**src/rtl/mux_reg_n.sv**
```systemverilog
// rtl/mux_reg_n.sv - registered N-way word multiplexer with valid/ready handshake
//
// Selects one WIDTH-bit lane out of N input lanes and registers it for a
// single-lane downstream consumer. The lane comes either from the external
// select (direct mode) or from an internal round-robin scan pointer (scan mode).
//
// Parameters:
//   WIDTH  bits per lane
//   N      number of input lanes (2..16, need not be a power of two)
//   SELW   select width, 2**SELW >= N
//
// Ports:
//   clk        rising-edge clock
//   rst        asynchronous active-high reset
//   in_data    N lanes, lane k at [k*WIDTH +: WIDTH]
//   in_valid   in_data/sel/mode valid this cycle
//   in_ready   block can accept this cycle
//   mode       0 = direct (sel), 1 = scan (internal pointer)
//   sel        lane index in direct mode
//   out_data   registered selected lane
//   out_sel    lane index that produced out_data
//   out_err    word came from a direct-mode sel >= N
//   out_valid  output register holds an unconsumed word
//   out_ready  downstream accepts out_data this cycle

module mux_reg_n #(
  parameter int WIDTH = 8,
  parameter int N     = 4,
  parameter int SELW  = 2
) (
  input  logic               clk,
  input  logic               rst,
  input  logic [N*WIDTH-1:0] in_data,
  input  logic               in_valid,
  output logic               in_ready,
  input  logic               mode,
  input  logic [SELW-1:0]    sel,
  output logic [WIDTH-1:0]   out_data,
  output logic [SELW-1:0]    out_sel,
  output logic               out_err,
  output logic               out_valid,
  input  logic               out_ready
);

  // Lane count and last lane index expressed in select-sized arithmetic.
  // N_EXT carries one extra bit so N == 2**SELW still compares correctly.
  localparam logic [SELW:0]   N_EXT = (SELW+1)'(N);
  localparam logic [SELW-1:0] LAST  = SELW'(N - 1);

  logic [SELW-1:0]  scan_ptr;
  logic [SELW-1:0]  idx;
  logic             in_range;
  logic [WIDTH-1:0] lane_data;
  logic             accept;

  logic [WIDTH-1:0] data_nxt;
  logic [SELW-1:0]  sel_nxt;
  logic             err_nxt;
  logic             valid_nxt;
  logic [SELW-1:0]  ptr_nxt;

  // Ready depends only on the output register, never on in_valid, so the
  // upstream source can use it without a combinational loop.
  assign in_ready = !out_valid || out_ready;
  assign accept   = in_valid && in_ready;

  assign idx      = mode ? scan_ptr : sel;
  assign in_range = ({1'b0, idx} < N_EXT);

  // Compare-and-pick rather than indexing, so an out-of-range select reads
  // as zero instead of touching bits past the top lane.
  always_comb begin
    lane_data = '0;
    for (int k = 0; k < N; k++) begin
      if (idx == SELW'(k)) begin
        lane_data = in_data[k*WIDTH +: WIDTH];
      end
    end
  end

  // Next-state values for the output register and scan pointer.
  always_comb begin
    data_nxt  = out_data;
    sel_nxt   = out_sel;
    err_nxt   = out_err;
    valid_nxt = out_valid;
    ptr_nxt   = scan_ptr;
    if (accept) begin
      data_nxt  = lane_data;
      sel_nxt   = idx;
      // Scan pointer never leaves 0..N-1, so only direct mode can err.
      err_nxt   = !in_range;
      valid_nxt = 1'b1;
      if (mode) begin
        ptr_nxt = (scan_ptr == LAST) ? '0 : scan_ptr + 1'b1;
      end
    end else if (out_ready) begin
      // Word consumed with nothing new: payload holds its last value.
      valid_nxt = 1'b0;
    end
  end

  always_ff @(posedge clk or posedge rst) begin
    if (rst) begin
      out_data  <= '0;
      out_sel   <= '0;
      out_err   <= 1'b0;
      out_valid <= 1'b0;
      scan_ptr  <= '0;
    end else begin
      out_data  <= data_nxt;
      out_sel   <= sel_nxt;
      out_err   <= err_nxt;
      out_valid <= valid_nxt;
      scan_ptr  <= ptr_nxt;
    end
  end

endmodule
```
**config.mk**
```make
export PLATFORM = sky130hd
export DESIGN_NAME = mux_reg_n
export DESIGN_NICKNAME = d
export VERILOG_FILES = /design/src/rtl/mux_reg_n.sv
export SDC_FILE = /design/constraint.sdc
export NUM_CORES = 1
export LEC_CHECK = 0
export CAP_MARGIN = 15
export CORE_MARGIN = 2
export CORE_UTILIZATION = 40
export DETAILED_ROUTE_END_ITERATION = 7
export HOLD_SLACK_MARGIN = 0.03
export MAX_ROUTING_LAYER = met4
export PLACE_DENSITY = 0.79
export SLEW_MARGIN = 0
export SYNTH_ARGS = -nofsm -noshare
export SYNTH_HDL_FRONTEND = slang
export SYNTH_SLANG_ARGS = --single-unit
export TNS_END_PERCENT = 50
```
**constraint.sdc**
```tcl
create_clock -name clk -period 2.47 [get_ports clk]
set_input_delay 0.6175 -clock clk [delete_from_list [all_inputs] [get_ports clk]]
set_output_delay 0.6175 -clock clk [all_outputs]
set_load 0.005 [all_outputs]
```
* Yosys cells after proc, flatten, opt, wreduce, memory -nomap -nowiden
Cells that the tools add are included.
Operators by class: divide/modulo/power cells 0, multiply operators 0, bitwise gates (word level) 0, equality and inequality tests 4, magnitude comparators 0, multiplexer cells 8, add/sub/neg operators 1, shift-type cells 0, reduce and logical (&&, ||, !) cells 6
Operator list (number):
- $mux W8 | 4
- $eq A2 B2 Y1 const B | 3
- $mux W2 | 2
- $add A2 B1 Y2 const B | 1
- $eq A2 B1 Y1 const B | 1
- $logic_not A2 Y1 | 1
- $mux W1 | 2
- $reduce_and A2 Y1 | 1
- $reduce_bool A2 Y1 | 1
- $logic_and A1 B1 Y1 | 1
- $logic_not A1 Y1 | 1
- $logic_or A1 B1 Y1 | 1
Storage, ports and cells: memories kept 0, memory bits (read-only) 0, bits in latches 0, memory bits (writable) 0, output and inout bits 13, logic and storage cells 23, flip-flop bits (word level) 13

* Depth between registers and ports, before layout
Gate-level depths: netlist of the first run.
depth after elaboration 6, gate-level depth with buffers 6, mapped depth without buffers 4

* Least setup slack after synthesis of the first run
OpenSTA, ideal clock, no wires.
path kind input to register, from input port sel[0], to register out_data[1], cell stages on the path 5, setup time 95 ps, data arrival time 1457 ps, setup slack 917 ps, path through buf_2 > nor2_1 > a32o_1 > a211oi_1 > o31ai_1
On the way: word-level cells in the longest chain between the ends 6, elaborated cells on any way between the ends 9, those cells by class eq/ne (3); mux (5); reduce/logical (1)
Ends and longest elaborated chain:
- start, declared | line 37 | input logic [SELW-1:0] sel,
- $mux W2 (*) | line 67 | assign idx = mode ? scan_ptr : sel;
- $logic_not A2 Y1 | line 75 | if (idx == SELW'(k)) begin
- $mux W8 (3 in a row) | line 75
- $mux W8 (*) | line 75
- end signal, assigned | line 111 | out_data <= data_nxt;
- end, declared | line 38 | output logic [WIDTH-1:0] out_data,
Mark *: on every way between the ends. The rest lies on a longest branch, timed or not. A chain may end at the register's enable or synchronous reset.

* Worst setup path in the final report of the first run
from input port out_ready, to output port in_ready
On the way: word-level cells in the longest chain between the ends 1
Ends and longest elaborated chain:
- start, declared | line 42 | input logic out_ready
- $logic_or A1 B1 Y1 | line 64 | assign in_ready = !out_valid || out_ready;
- end, declared | line 35 | output logic in_ready,
No other way between the ends.

==> out/results.ini, run 1 <==
[outcome]
status = completed

[synthesis]
yosys.cell_types.count = 28
synth.most_common_cell = nand2_1
ys_ff_latch = 13
ys_async_sr_fraction = 1.000
yosys_warnings = 0
synth_top_family_by_area = compound AO/OA/AOI/OAI gates
synthAdderAreaFrac = 0.01144
yosys_most_used_dff = dfrtp_1
synth_mux_area_frac = 0.04691
synth_top_area_frac = 0.2975
yosysSeqAreaShare = 0.2975
syn_area_um2 = 1094
synthSimpleGateAreaFrac = 0.2288
yosysTopAreaCell = dfrtp_1
postSynthCellCount = 142
synth_edf_count = 0
synth_xor_area_frac = 0
syn_avg_cell_area_um2 = 7.701
synth_compound_area_frac = 0.3444
yosys-top-cells-area = dfrtp_1 (30%), nand2_1 (12%), a32o_1 (6.4%), a211oi_1 (5.5%), o211ai_1 (4.8%)
synth_commonest_cells = nand2_1 (34), dfrtp_1 (13), nor2_1 (10), o21ai_0 (10), a211oi_1 (8)
synth_nets = 182

[grt]
use_met2 = 0.3294
top_usage_layer = met2
met1_usage = 0.2721
antenna_found_initial = 0
track_usage = 0.2099
grt_util_met3 = 0.02535
grt_overflow = 0
grt_pass1_wl_mm = 5.126
grt_pass1_vias = 1085
grt_max_degree = 23

[placement]
gp_congestion = 0.8173
pre_cts_ws_ns = 0.1021
placed_cells = 214
place_hpwl_mm = 2.481
port-buffer-count = 50

[clock_tree]
cts-resized-gates = 0
worstSkewPairLatency_ns = 0.28
cts_hold_buf = 0
cts_buffers = 3
clockBufferDepth = 2
ctsRootBufferMaster = clkbuf_4
cts_setup_buffers = 0
cts_tree = yes
htree_num_levels = 1
clkSlewWorstSetupHoldPaths_ns = 0.07
cts.sinks = 13

[sta]
hold_viol = 0
slew_viol_final = 0
setup_ws_ns = 0.08322
fmax_mhz = 419.0
finalSetupViolations = 0
fin_skew_ns = 0.009400
period_minus_slack_ns = 2.387
maxSlewHeadroom = 0.5804
worst-slew-pin-transition_ns = 0.6293
setup_tns_ns = 0
post-route-period-util = 0.9663
rsz0062_at_grt = false

[final_layout]
area_delta_synth_final_pct = 48.28
nFillCells = 225
nets = 229
final_cells = 218
n_antenna_cell = 0
drive_gt1_frac = 0.05851

[worst_setup_path]
crit_fanout = 4
start_kind = primary input
crit_required_ns = 1.85
crit_slowest_cell = clkdlybuf4s50_1
endpoint_kind = output pin
regToRegEndpoint = out_data[2]
path_cells = clkdlybuf4s50_1 > nand2b_1 > clkdlybuf4s50_1
reg2reg_depth = 4
cpPeakStageDelay_ns = 0.53
rr_startpoint = scan_ptr[0]
crit_top_cell = clkdlybuf4s50_1
rrSetupSlack_ns = 0.63
arrival_ns = 1.77
crit_type = primary input to output pin

[routing]
initialDrtViolationCount = 26
ant_nets = 0
avgRoutedWirePerCell_um = 14.38
drt_wl_total_mm = 3.135
avgViaCountPerCell = 5.550
drc = 0
drt_first_pass_iters = 4
vias = 1210

[floorplan]
die_h_um = 56.29
ios = 52
start_util = 0.4297
num_rows = 18
design.core.area_um2 = 2545
dieArea_um2 = 3168
die_w_um = 56.29

[hold_path]
hold_end = out_data[2]
min_path_type = flop to flop
hold_depth = 2
hold_path.startpoint = out_data[2]

[pwr]
p_total_mw = 0.9598
powerDensity_nw_per_um2 = 591.9
p_leak_nw = 0.6608
ir_worst_vdd_v = 0.0006447

[job]
cap_viol_max_count = 0

## through the flow
step / util / area [um2] / hold slack [ns]
final: 0.6372 / 1622 / 0.4786
after global routing: 0.6372 / 1622 / 0.5035
after CTS: 0.6372 / 1622 / 0.4843
after detailed placement: 0.6268 / 1595 / 0.4675
after global placement: 0.6268 / 1595 / 0.4613
after floorplan: - / 1094 / 0.4726
## report_power, final
part	switching, mW	internal, mW
clock	0.0712	0.0628
combinational	0.195	0.262
sequential	0.0960	0.273
## cells in the final DEF (no fill, tap or decap), types with 2 or more instances in the layout
cell             synthesis  final
clkdlybuf4s50_1          0     50
nand2_1                 34     34
dfrtp_1                 13     13
o21ai_0                 10     10
nor2_1                  10     10
a211oi_1                 8      8
a21oi_1                  7      7
o211ai_1                 7      7
a32o_1                   7      7
o31ai_1                  7      7
and2b_1                  6      6
mux2i_1                  4      4
buf_4                    2      4
clkbuf_4                 0      3
nand2b_1                 2      2
inv_1                    2      2
nor2b_1                  2      2
nand3_1                  2      2
## state kept, by name, summed over array words and instances (netlist names)
name	cells
out_data	8
scan_ptr	2
out_sel	2
out_valid	1
## layer usage
| layer | part of all wire | up-vias |
|---|---|---|
| met5 | 0 | - |
| met3 | 0.063 | 6 |
| li1 | - | 602 |
| met1 | 0.45 | 541 |
| met4 | 0.017 | 0 |
| met2 | 0.47 | 61 |
## critical path: cells and delay by family
kind                   cells  cell delay, ns
buffers and inverters      2            0.98
and+or+nand+nor            1            0.18
## area by class of cell
| class | count | area (um2) | share of cell area |
|---|---|---|---|
| clock buffer | 4 | 26.28 | 0.01620 |
| inverter | 2 | 7.507 | 0.004630 |
| multi-input combinational | 115 | 694.4 | 0.4282 |
| sequential | 13 | 325.3 | 0.2006 |
| tap | 30 | 37.54 | 0.02315 |
| timing repair buffer | 54 | 530.5 | 0.3272 |
## cell families (layout without fill, tap and decap cells)
| kind of cell | Yosys count | after routing |
|---|---|---|
| adder cells (fa/ha/maj) | 1 | 1 |
| AO/OA/AOI/OAI | 51 | 51 |
| multiplexers | 5 | 5 |
| AND/OR/NAND/NOR | 57 | 57 |
| buffers and inverters | 14 | 60 |
| other | 1 | 1 |
| flip-flops | 13 | 13 |
## worst max path at each step
| stage | from | to | slack (ns) | cells past startpoint |
|---|---|---|---|---|
| after detailed placement | out_ready | in_ready | 0.10 | 3 |
| after floorplan | sel[0] | out_data[1] | 0.92 | 5 |
| after global placement | out_ready | in_ready | 0.12 | 3 |
| final | out_ready | in_ready | 0.08 | 3 |
| after CTS | out_ready | in_ready | 0.1 | 3 |
| after global routing | out_ready | in_ready | 0.04 | 3 |
Note: power is estimated with default switching activity, not from simulation.
==> run 2, diff against run 1 <==
--- a/config.mk
+++ b/config.mk
@@ -6,7 +6,7 @@
 export NUM_CORES = 1
 export LEC_CHECK = 0
 export CAP_MARGIN = 15
-export CORE_MARGIN = 2
+export CORE_MARGIN = 5
 export CORE_UTILIZATION = 40
 export DETAILED_ROUTE_END_ITERATION = 7
 export HOLD_SLACK_MARGIN = 0.03
==> run 2 against run 1 <==
  * Clock skew grew 0.0026 ns
  * Global-route usage down 5.2 points
  * Sequential share of layout area barely moved
  * Combinational power is essentially flat
  * Non-clock buffer count unchanged
  * Flip-flop and latch count stayed put
==> out/results.ini, run 2 (synthesis results as in run 1) <==
[outcome]
status = completed

[pwr]
sw_frac_of_total = 0.3763
ir_worst_vdd_v = 0.0005604
p_leak_nw = 0.6635
p_int_mw = 0.5942
p_sw_mw = 0.3585
share_comb_of_total_power = 0.478
p_total_mw = 0.9527
clkPwrFrac = 0.135
pwr-share-seq = 0.387
powerDensity_nw_per_um2 = 586.6

[sta]
rsz0062_at_grt = false
post-route-period-util = 0.9522
fmax_mhz = 425.2
fin_skew_ns = 0.01200
hold_ws_ns = 0.4848
hold_viol = 0
maxSlewHeadroom = 0.5757
worst-slew-pin-transition_ns = 0.6364
slew_viol_final = 0
period_minus_slack_ns = 2.352
finalSetupViolations = 0
setup_tns_ns = 0

[routing]
drt_wl_total_mm = 3.059
vias = 1206
drt_first_pass_iters = 5
initialDrtViolationCount = 45
ant_nets = 0
drc = 0
avgRoutedWirePerCell_um = 13.97
avgViaCountPerCell = 5.507

[clock_tree]
cts-resized-gates = 0
cts_tree = yes
htree_num_levels = 1
cts_hold_buf = 0
cts_buffers = 3
cts_setup_buffers = 0
ctsRootBufferMaster = clkbuf_4
cts.sinks = 13
clkSlewWorstSetupHoldPaths_ns = 0.07
worstSkewPairLatency_ns = 0.28
clockBufferDepth = 2

[grt]
grt_max_degree = 23
grt_pass1_wl_mm = 5.133
grt_overflow = 0
grt_pass1_vias = 1196
track_usage = 0.1582
antenna_found_initial = 0

[worst_setup_path]
arrival_ns = 1.73
regToRegEndpoint = out_data[7]
crit_fanout = 4
crit_type = primary input to output pin
endpoint_kind = output pin
reg2reg_depth = 4
rr_startpoint = scan_ptr[0]
crit_start = out_ready
rrSetupSlack_ns = 0.63
start_kind = primary input
crit_required_ns = 1.85

[hold_path]
min_path_type = flop to flop
hold_end = out_data[6]
hold_depth = 2
hold_path.startpoint = out_data[6]

[final_layout]
final_cells = 219
drive_gt1_frac = 0.06383
nFillCells = 250
largest_reg_flops = 8
nets = 229
final_cell_mix = clkdlybuf4s50_1 (50), nand2_1 (34), dfrtp_1 (13), o21ai_0 (10), nor2_1 (10)
finish.utilization = 0.6046
layout_commonest_cell = clkdlybuf4s50_1
reg_top3 = out_data (8), out_sel (2), scan_ptr (2)
largest-register = out_data
area_delta_synth_final_pct = 48.51
n_antenna_cell = 0

[floorplan]
ios = 52
start_util = 0.4071
num_rows = 19
dieArea_um2 = 3879
die_w_um = 62.29
design.core.area_um2 = 2686
die_h_um = 62.29

[placement]
gp_congestion = 0.8463
place_hpwl_mm = 2.521
port-buffer-count = 50
placed_cells = 215

[job]
cap_viol_max_count = 0

[run 2: power groups by stage]
| stage | Clock (mW) | Combinational (mW) | Sequential [mW] |
|---|---|---|---|
| after floorplan | 0 | 0.295 | 0.318 |
| after global placement | 0 | 0.444 | 0.366 |
| after detailed placement | 0 | 0.458 | 0.371 |
| after CTS | 0.133 | 0.459 | 0.365 |
| after global routing | 0.147 | 0.502 | 0.381 |
| final | 0.128 | 0.456 | 0.369 |
[run 2: worst max path at each step]
stage / endpoint / cells past startpoint
2_1_floorplan: out_data[1] / 5
3_3_place_gp: in_ready / 3
3_5_place_dp: in_ready / 3
4_1_cts: in_ready / 3
5_1_grt: in_ready / 3
6_report: in_ready / 3
[run 2: worst max-delay path, cell delays in order]
cell and delay, ns:
clkdlybuf4s50_1 0.44, nand2b_1 0.15, clkdlybuf4s50_1 0.52
[run 2: layout make-up]
class	count	area [um2]	share of cell area
multi-input cells	115	694.4	0.4276
repair buffers	54	530.5	0.3267
flip-flops and latches	13	325.3	0.2003
well taps	31	38.79	0.02388
clock buffers	3	22.52	0.01387
inverters	2	7.507	0.004622
clock inverters	1	5.005	0.003082
[run 2: metrics by stage]
stage,area [um2],setup WS [ns]
detailed placement,1597,0.1082
floorplan,1094,0.9172
global placement,1597,0.1205
global route,1624,0.07790
CTS,1624,0.1127
finish,1624,0.1180
[run 2: layer usage]
metal,wire [um],global-route usage,vias up
met2,1442,0.2565,52
met3,219,0.02342,2
li1,-,-,603
met4,27,0.05836,0
met1,1369,0.1991,549
met5,0,-,-
==> run 3, diff against run 2 <==
--- a/config.mk
+++ b/config.mk
@@ -9,7 +9,7 @@
 export CORE_MARGIN = 5
 export CORE_UTILIZATION = 40
 export DETAILED_ROUTE_END_ITERATION = 7
-export HOLD_SLACK_MARGIN = 0.03
+export HOLD_SLACK_MARGIN = 0.08
 export MAX_ROUTING_LAYER = met4
 export PLACE_DENSITY = 0.79
 export SLEW_MARGIN = 0
==> results of run 3 <==
No change in the layout: final DEF, timing and power equal those of run 2.
